**config.mk**
```make
export PLATFORM = sky130hd
export DESIGN_NAME = fetch_issue_unit
export DESIGN_NICKNAME = d
export VERILOG_FILES = /design/src/rtl/cpu_pkg.sv /design/src/rtl/pc_counter.sv /design/src/rtl/fetch_issue_unit.sv
export SDC_FILE = /design/constraint.sdc
export NUM_CORES = 1
export LEC_CHECK = 0
export ABC_AREA = 1
export CAP_MARGIN = 20
export CORE_MARGIN = 8
export CORE_UTILIZATION = 45
export CTS_BUF_LIST = sky130_fd_sc_hd__clkbuf_8
export CTS_CLUSTER_DIAMETER = 100
export DETAILED_ROUTE_END_ITERATION = 8
export GPL_ROUTABILITY_DRIVEN = 0
export HOLD_SLACK_MARGIN = 0.1
export PLACE_DENSITY = 0.76
export SLEW_MARGIN = 20
export SYNTH_ARGS = -nofsm -noshare
export SYNTH_HDL_FRONTEND = slang
export SYNTH_HIERARCHICAL = 1
export SYNTH_SLANG_ARGS = --single-unit
```
**constraint.sdc**
```tcl
create_clock -name clk -period 4.5 [get_ports clk]
set_clock_uncertainty 0.1 [all_clocks]
set_input_delay 0.9 -clock clk [delete_from_list [all_inputs] [get_ports clk]]
set_output_delay 0.9 -clock clk [all_outputs]
set_load 0.05 [all_outputs]
```
**src/rtl/cpu_pkg.sv**
```systemverilog
// Shared CPU front-end definitions: widths, special opcodes, fetch FSM states.
// No logic here; combinational helpers only.
// Not applicable (no flow control in a package).
package cpu_pkg;

  localparam int PC_W = 4;
  localparam int OP_W = 7;
  localparam int K_W  = 8;

  // Bubble decodes to no asserted control lines; HALT stops fetch until reset.
  localparam logic [OP_W-1:0] BUBBLE_OP = 7'h7F;
  localparam logic [OP_W-1:0] HALT_OP   = 7'h7E;

  // Opcodes shared with the control unit.
  localparam logic [OP_W-1:0] MOV_A_K = 7'h02;
  localparam logic [OP_W-1:0] ADD_A_K = 7'h06;
  localparam logic [OP_W-1:0] INC_B   = 7'h24;

  typedef enum logic [1:0] {
    IDLE   = 2'd0,
    REQ    = 2'd1,
    ISSUE  = 2'd2,
    HALTED = 2'd3
  } fetch_state_t;

  // Instruction word layout as returned by instruction memory.
  typedef struct packed {
    logic [OP_W-1:0] opcode;
    logic [K_W-1:0]  k;
  } instr_t;

endpackage

```
**src/rtl/pc_counter.sv**
```systemverilog
// Program counter register with load and wrapping increment.
// Latency: new value visible one cycle after load/inc.
// Backpressure: none; holds value when neither load nor inc is set.
module pc_counter
  import cpu_pkg::*;
(
  input  logic            clk,
  input  logic            rst_n,
  input  logic            load,
  input  logic            inc,
  input  logic [PC_W-1:0] load_val,
  output logic [PC_W-1:0] pc
);

  // Load takes priority; increment wraps naturally at 2^PC_W.
  always_ff @(posedge clk or negedge rst_n) begin
    if (!rst_n) begin
      pc <= '0;
    end else if (load) begin
      pc <= load_val;
    end else if (inc) begin
      pc <= pc + 1'b1;
    end
  end

endmodule

```
**src/rtl/fetch_issue_unit.sv**
```systemverilog
// CPU front end: fetches {opcode,K} at pc and issues it to the control unit for one cycle.
// Latency: min 2 cycles/instruction (REQ with same-cycle valid, then ISSUE); +1 per imem wait cycle.
// Backpressure: imem_req held until imem_valid; a started fetch always completes regardless of run_en.
module fetch_issue_unit
  import cpu_pkg::*;
(
  input  logic                clk,
  input  logic                rst_n,
  input  logic                run_en,
  output logic                imem_req,
  output logic [PC_W-1:0]     imem_addr,
  input  logic                imem_valid,
  input  logic [OP_W+K_W-1:0] imem_rdata,
  output logic [OP_W-1:0]     opcode,
  output logic [K_W-1:0]      k_out,
  output logic                issue,
  input  logic                lp,
  output logic [PC_W-1:0]     pc,
  output logic                halted,
  output logic [15:0]         instr_count
);

  fetch_state_t state;
  instr_t       ir;
  instr_t       fetched;

  assign fetched = instr_t'(imem_rdata);

  // Outputs decode straight from state and ir so the control unit sees the
  // opcode in the same cycle issue rises.
  assign issue     = (state == ISSUE);
  assign halted    = (state == HALTED);
  assign imem_req  = (state == REQ);
  assign imem_addr = pc;
  assign opcode    = issue ? ir.opcode : BUBBLE_OP;
  assign k_out     = issue ? ir.k : '0;

  pc_counter u_pc (
    .clk      (clk),
    .rst_n    (rst_n),
    .load     (issue & lp),
    .inc      (issue & ~lp),
    .load_val (ir.k[PC_W-1:0]),
    .pc       (pc)
  );

  // Fetch/issue FSM; also captures the instruction word and counts issues.
  always_ff @(posedge clk or negedge rst_n) begin
    if (!rst_n) begin
      state       <= IDLE;
      ir          <= '0;
      instr_count <= '0;
    end else begin
      case (state)
        IDLE: begin
          if (run_en) state <= REQ;
        end
        REQ: begin
          if (imem_valid) begin
            ir    <= fetched;
            // HALT is captured but never issued.
            state <= (fetched.opcode == HALT_OP) ? HALTED : ISSUE;
          end
        end
        ISSUE: begin
          if (instr_count != 16'hFFFF) instr_count <= instr_count + 16'd1;
          state <= run_en ? REQ : IDLE;
        end
        HALTED: begin
          state <= HALTED;
        end
        default: state <= IDLE;
      endcase
    end
  end

endmodule

```
## Word level (Yosys, flattened, before mapping)

Index checks and enable logic that the tools add are counted.

| word-level totals | value |
|---|---|
| bits in registers | 37 |
| bits in latches | 0 |
| bits in writable memories | 0 |
| memories kept | 0 |
| word-level logic and storage cells | 31 |
| input bits | 20 |
| memory bits (read-only) | 0 |

| operators by class | value |
|---|---|
| shift-type cells | 0 |
| reductions and logical operators | 5 |
| mux-type cells | 9 |
| $add $sub $neg | 2 |
| $mul | 0 |
| magnitude comparators | 0 |
| bitwise operators | 3 |
| equal/unequal tests | 7 |
| divide/modulo/power cells | 0 |

Operators by type and width:

| cell | number |
|---|---|
| 16-bit by 1-bit adder with 16-bit output (second input constant) | 1 |
| 16-bit inequality test (second input constant) | 1 |
| 4-bit two-way mux | 2 |
| 8-bit two-way mux | 1 |
| 2-bit one-hot mux with 4 select lines | 1 |
| 7-bit == test (second input constant) | 1 |
| 7-bit two-way mux | 1 |
| 2-bit AND reduction | 3 |
| 4-bit by 1-bit adder with 4-bit output (second input constant) | 1 |
| 2-bit == test (second input constant) | 2 |
| 2-bit two-way mux | 2 |
| 1-bit AND | 2 |
| 2-bit by 1-bit == test with 1-bit output (second input constant) | 1 |
| 2-bit zero test | 1 |
| 1-bit two-way mux | 2 |
| 2-bit by 1-bit inequality test with 1-bit output (second input constant) | 1 |
| 2-bit inequality test (second input constant) | 1 |
| 2-bit nonzero test | 1 |
| 1-bit inverter | 1 |

## Longest topological paths before layout

| logic depth | value |
|---|---|
| depth in word-level cells | 4 |
| depth in mapped cells | 10 |

## Hierarchy

Netlist, hierarchy kept.

Modules (own cells, without submodules):

| module | cells each | area each (µm²) | instances |
|---|---|---|---|
| fetch_issue_unit | 240 | 1845.5 | 1 |
| pc_counter | 27 | 219.0 | 1 |

## Worst setup path after synthesis

Ideal clock, no wire load.

| timing | value |
|---|---|
| path kind | reg-to-output |
| start point | register state[0] |
| end point | output port k_out[0] |
| slack | 1.953 ns |
| required time | 3.500 ns |
| stages on the path, launching flop included | 6 |
| data arrival time | 1.547 ns |
| cell sequence | dfrtp_1 -> inv_2 -> nand2_2 -> buf_2 -> buf_2 -> nor2_1 |

| on the way | value |
|---|---|
| longest elaborated chain between the ends | 2 |

Ends and longest elaborated chain:

| element | line | RTL |
|---|---|---|
| start: declaration | fetch_issue_unit.sv:23 | `fetch_state_t state;` |
| start signal: assignment | fetch_issue_unit.sv:62 | `state <= (fetched.opcode == HALT_OP) ? HALTED : ISSUE;` |
| start signal: assignment | fetch_issue_unit.sv:67 | `state <= run_en ? REQ : IDLE;` |
| 2-bit == test | fetch_issue_unit.sv:31 | `assign issue = (state == ISSUE);` |
| 8-bit two-way mux | fetch_issue_unit.sv:36 | `assign k_out = issue ? ir.k : '0;` |
| end: declaration | fetch_issue_unit.sv:15 | `output logic [K_W-1:0] k_out,` |

Every way passes these cells.

## Final worst setup path

| timing | value |
|---|---|
| start point | register state[0] |
| end point | output port opcode[0] |

| on the way | value |
|---|---|
| longest elaborated chain between the ends | 2 |

Ends and longest elaborated chain:

| element | line | RTL |
|---|---|---|
| 2-bit == test | fetch_issue_unit.sv:31 |  |
| 7-bit two-way mux | fetch_issue_unit.sv:35 | `assign opcode = issue ? ir.opcode : BUBBLE_OP;` |
| end: declaration | fetch_issue_unit.sv:14 | `output logic [OP_W-1:0] opcode,` |

Every way passes these cells.

==> results by group <==
Global route
  – Gr ovfl total: 0
  – GR Util All Layers: approximately 15%
  – First-pass GRT wire length: 8600 um
  – Initial antenna violation count: 0
  – Largest net degree at the start of global routing: 38
  – Number of global-route vias before repair: 1800

Synth
  – Post-Synth XOR/XNOR Area: under 10%
  – Compound-cell area share of the yosys netlist: under 10%
  – Synthesized instance count: 267
  – #FFs+latches synth: 37
  – Main combinational cell family by area after synthesis: simple AND/OR/NAND/NOR gates
  – Async set-or-reset flop fraction in the synthesized netlist: 100%
  – Warnings from Yosys: 6
  – Commonest cells post-synth: nand2_1, dfrtp_1, inv_1
  – Most common cell in the netlist: nand2_1
  – Adder-cell share of the synthesized area: under 10%
  – Netlist cell types: 29
  – Mapped Nets: about 290
  – Post-Syn Area: around 2100 um2
  – Avg Cell Area, Syn: between 7 and 8 um2
  – Top_reg_cell synth: dfrtp_1
  – Top post-synthesis cells by area: dfrtp_1, nand2_1, inv_1
  – Sequential cell area fraction in the yosys report: ~45%
  – Yosys top cell by area: dfrtp_1
  – Post-synth EDFFs: 0
  – Mux cell area share after synthesis: between 3 and 4%
  – Yosys top cell area share: 44.8%
  – Post-synthesis simple-gate area fraction: between 30% and 40%

Hold path
  – Worst hold path type: flop to flop

Detailed routing
  – Initial DRC count: between 70 and 80
  – Residual DRC: 0
  – Vias per cell: 4.92
  – Pre-antenna DRT Iters: 4
  – Antenna Nets Post-Route: 0
  – Detailed Route WL: 5030 um
  – WL per Instance: roughly 13 um
  – Via count: roughly 1900

Power
  – P_leak: around 1.3 nW
  – Psw: ~0.0009 W
  – Cell area power density: 653 nW/um2
  – Share of total power in combinational logic: a little under three fifths
  – Part of the power in registers: a little under a third
  – Max VDD drop: 0.423 mV
  – Int Power: ~0.0009 W
  – Power Total: between 0.0015 and 0.002 W
  – Sw Ratio: about half
  – Clk pwr share: between 10% and 20%

STA
  – RSZ-0062 raised after global routing: false
  – Worst-Margin Slew: roughly 0.82 ns
  – Final Hold Fails: 0
  – Final min period: 3.21 ns
  – Final Max Slew Viols: 0
  – Setup TNS: 0 ns
  – Crit share post-route: a little under three quarters
  – Max-slew headroom: ~45%
  – Final setup vio count: 0
  – Max Fclk: between 0.3 and 0.4 GHz

Clocking
  – Total CTS buffers: 5
  – Root buf cell: clkbuf_8
  – CTS Buffer Depth: 2
  – CTS tree: done
  – H-Tree Depth: 2
  – Post-cts resize count: 0
  – CTS Sinks: 37
  – Hold Buf Count CTS: 0
  – Clock-pin slew of the registers on the worst-case setup and hold paths: around 0.07 ns
  – Clk_lat worst skew: ~0.29 ns
  – Setup Buffers After CTS: 0

Final layout
  – Diode count: 0
  – Layout cells sized above 1: 11.0%
  – Area grow syn2layout: 34.0%
  – Fin nets: between 300 and 400
  – Fillers: 410
  – Area of the multi-input gates: ~950 um2
  – Register area: 926 um2

Worst setup path
  – WP data required: 3.50 ns
  – CP endpoint kind: output port
  – CP Cell Sequence: inv_2, nand2_2, or2_2, clkdlybuf4s50_1
  – Critical path class: flop to output port
  – R2R setup slack: 2.67 ns
  – CP max stage cell: clkdlybuf4s50_1
  – Worst path max stage delay: 0.72 ns
  – CP arrival: around 2.2 ns
  – Worst-path maximum fanout: 23
  – Critical path launch point type: flop

Place
  – Post-DP HPWL: 3780 um
  – # port buffers: between 60 and 70

Floorplan
  – Chip height: around 84 um
  – Core Area: roughly 4400 um2
  – IO Count: 62
  – Die X: between 80 and 90 um
  – Die ar.: ~7000 um2
  – Initial Utilization: a little under half
  – Rows: 24

Job
  – Max-Cap Viols: 0

Run status
  – Status: complete, no violations
==> kinds of logic (layout without fill, tap and decap cells) <==
| family | after synthesis | after routing |
|---|---|---|
| buf+inv | 43 | 103 |
| mux | 6 | 6 |
| compound gates | 24 | 24 |
| fa+ha+maj | 2 | 2 |
| flops | 37 | 37 |
| xor+xnor | 3 | 3 |
| simple gates | 152 | 152 |
==> worst paths after layout <==
kind | endpoint | depth (start not counted) | startpoint
worst max-delay path | opcode[0] | 4 | state[0]$_DFFE_PN0P_
worst min-delay path | ir[9]$_DFFE_PN0P_ | 1 | ir[9]$_DFFE_PN0P_
worst max register to register | u_pc/pc[2]$_DFFE_PN0P_ | 6 | state[0]$_DFFE_PN0P_
worst min register to register | ir[9]$_DFFE_PN0P_ | 1 | ir[9]$_DFFE_PN0P_
max in group asynchronous | instr_count[10]$_DFFE_PN0P_ | 1 | rst_n
min in group asynchronous | ir[5]$_DFFE_PN0P_ | 1 | rst_n
==> metrics by stage <==
stage                     utilization, %  hold WS [ns]  cells  worst slack [ns]  cell area (um2)
after floorplan                        -         0.346    267              1.95             2060
after global placement              61.1         0.377    372              1.69             2680
after detailed placement            61.1         0.386    372              1.62             2680
after CTS                           63.1         0.401    379              1.30             2770
after global routing                63.1         0.423    379              1.19             2770
final                               63.1         0.396    379              1.29             2770
==> critical path: cells and delay by family, from the launching register on <==
kind	cells	cell delay, ns
buffers and inverters	2	0.83
and+or+nand+nor	2	0.68
DFF	1	0.41
==> area by class of cell <==
| class | count | area share [%] |
|---|---|---|
| well taps | 52 | 2.35 |
| clock buffers | 6 | 2.99 |
| multi-input cells | 187 | 34.4 |
| flip-flops and latches | 37 | 33.5 |
| clock inverters | 1 | 0.136 |
| repair buffers | 61 | 21.9 |
| inverters | 35 | 4.75 |
==> power groups by stage <==
| stage | Combinational (W) | Clock [W] | Sequential [W] |
|---|---|---|---|
| finish | 0.00103 | 0.000231 | 0.000541 |
| global placement | 0.00102 | 0 | 0.000539 |
| CTS | 0.00104 | 0.000236 | 0.000539 |
| floorplan | 0.000633 | 0 | 0.000645 |
| detailed placement | 0.00104 | 0 | 0.000545 |
| global route | 0.00110 | 0.000250 | 0.000558 |
==> registers in the layout, summed over array words and instances, names as in the netlist <==
register	cells
instr_count	16
ir	15
state	2
u_pc/pc	4
==> per-layer routing <==
metal	vias to the layer above	global-route usage (%)	part of all wire [%]
li1	948	-	-
met4	0	6.12	1.4
met3	4	5.66	7.6
met5	-	0	0
met2	42	23.5	48
met1	870	17.0	43
==> placed cells by master (no fill, tap or decap), types with 4 or more instances in the layout <==
master and count:
a21oi_1 8, o21ai_0 7, o21ai_1 5, nor2_2 6
or2_2 7, dfrtp_1 37, nor2_1 33, clkbuf_8 6
mux2_2 4, inv_1 35, nand3_1 13, nand2_1 74
nand4_1 8, clkdlybuf4s50_1 60
(Power assumes the default switching activity.)
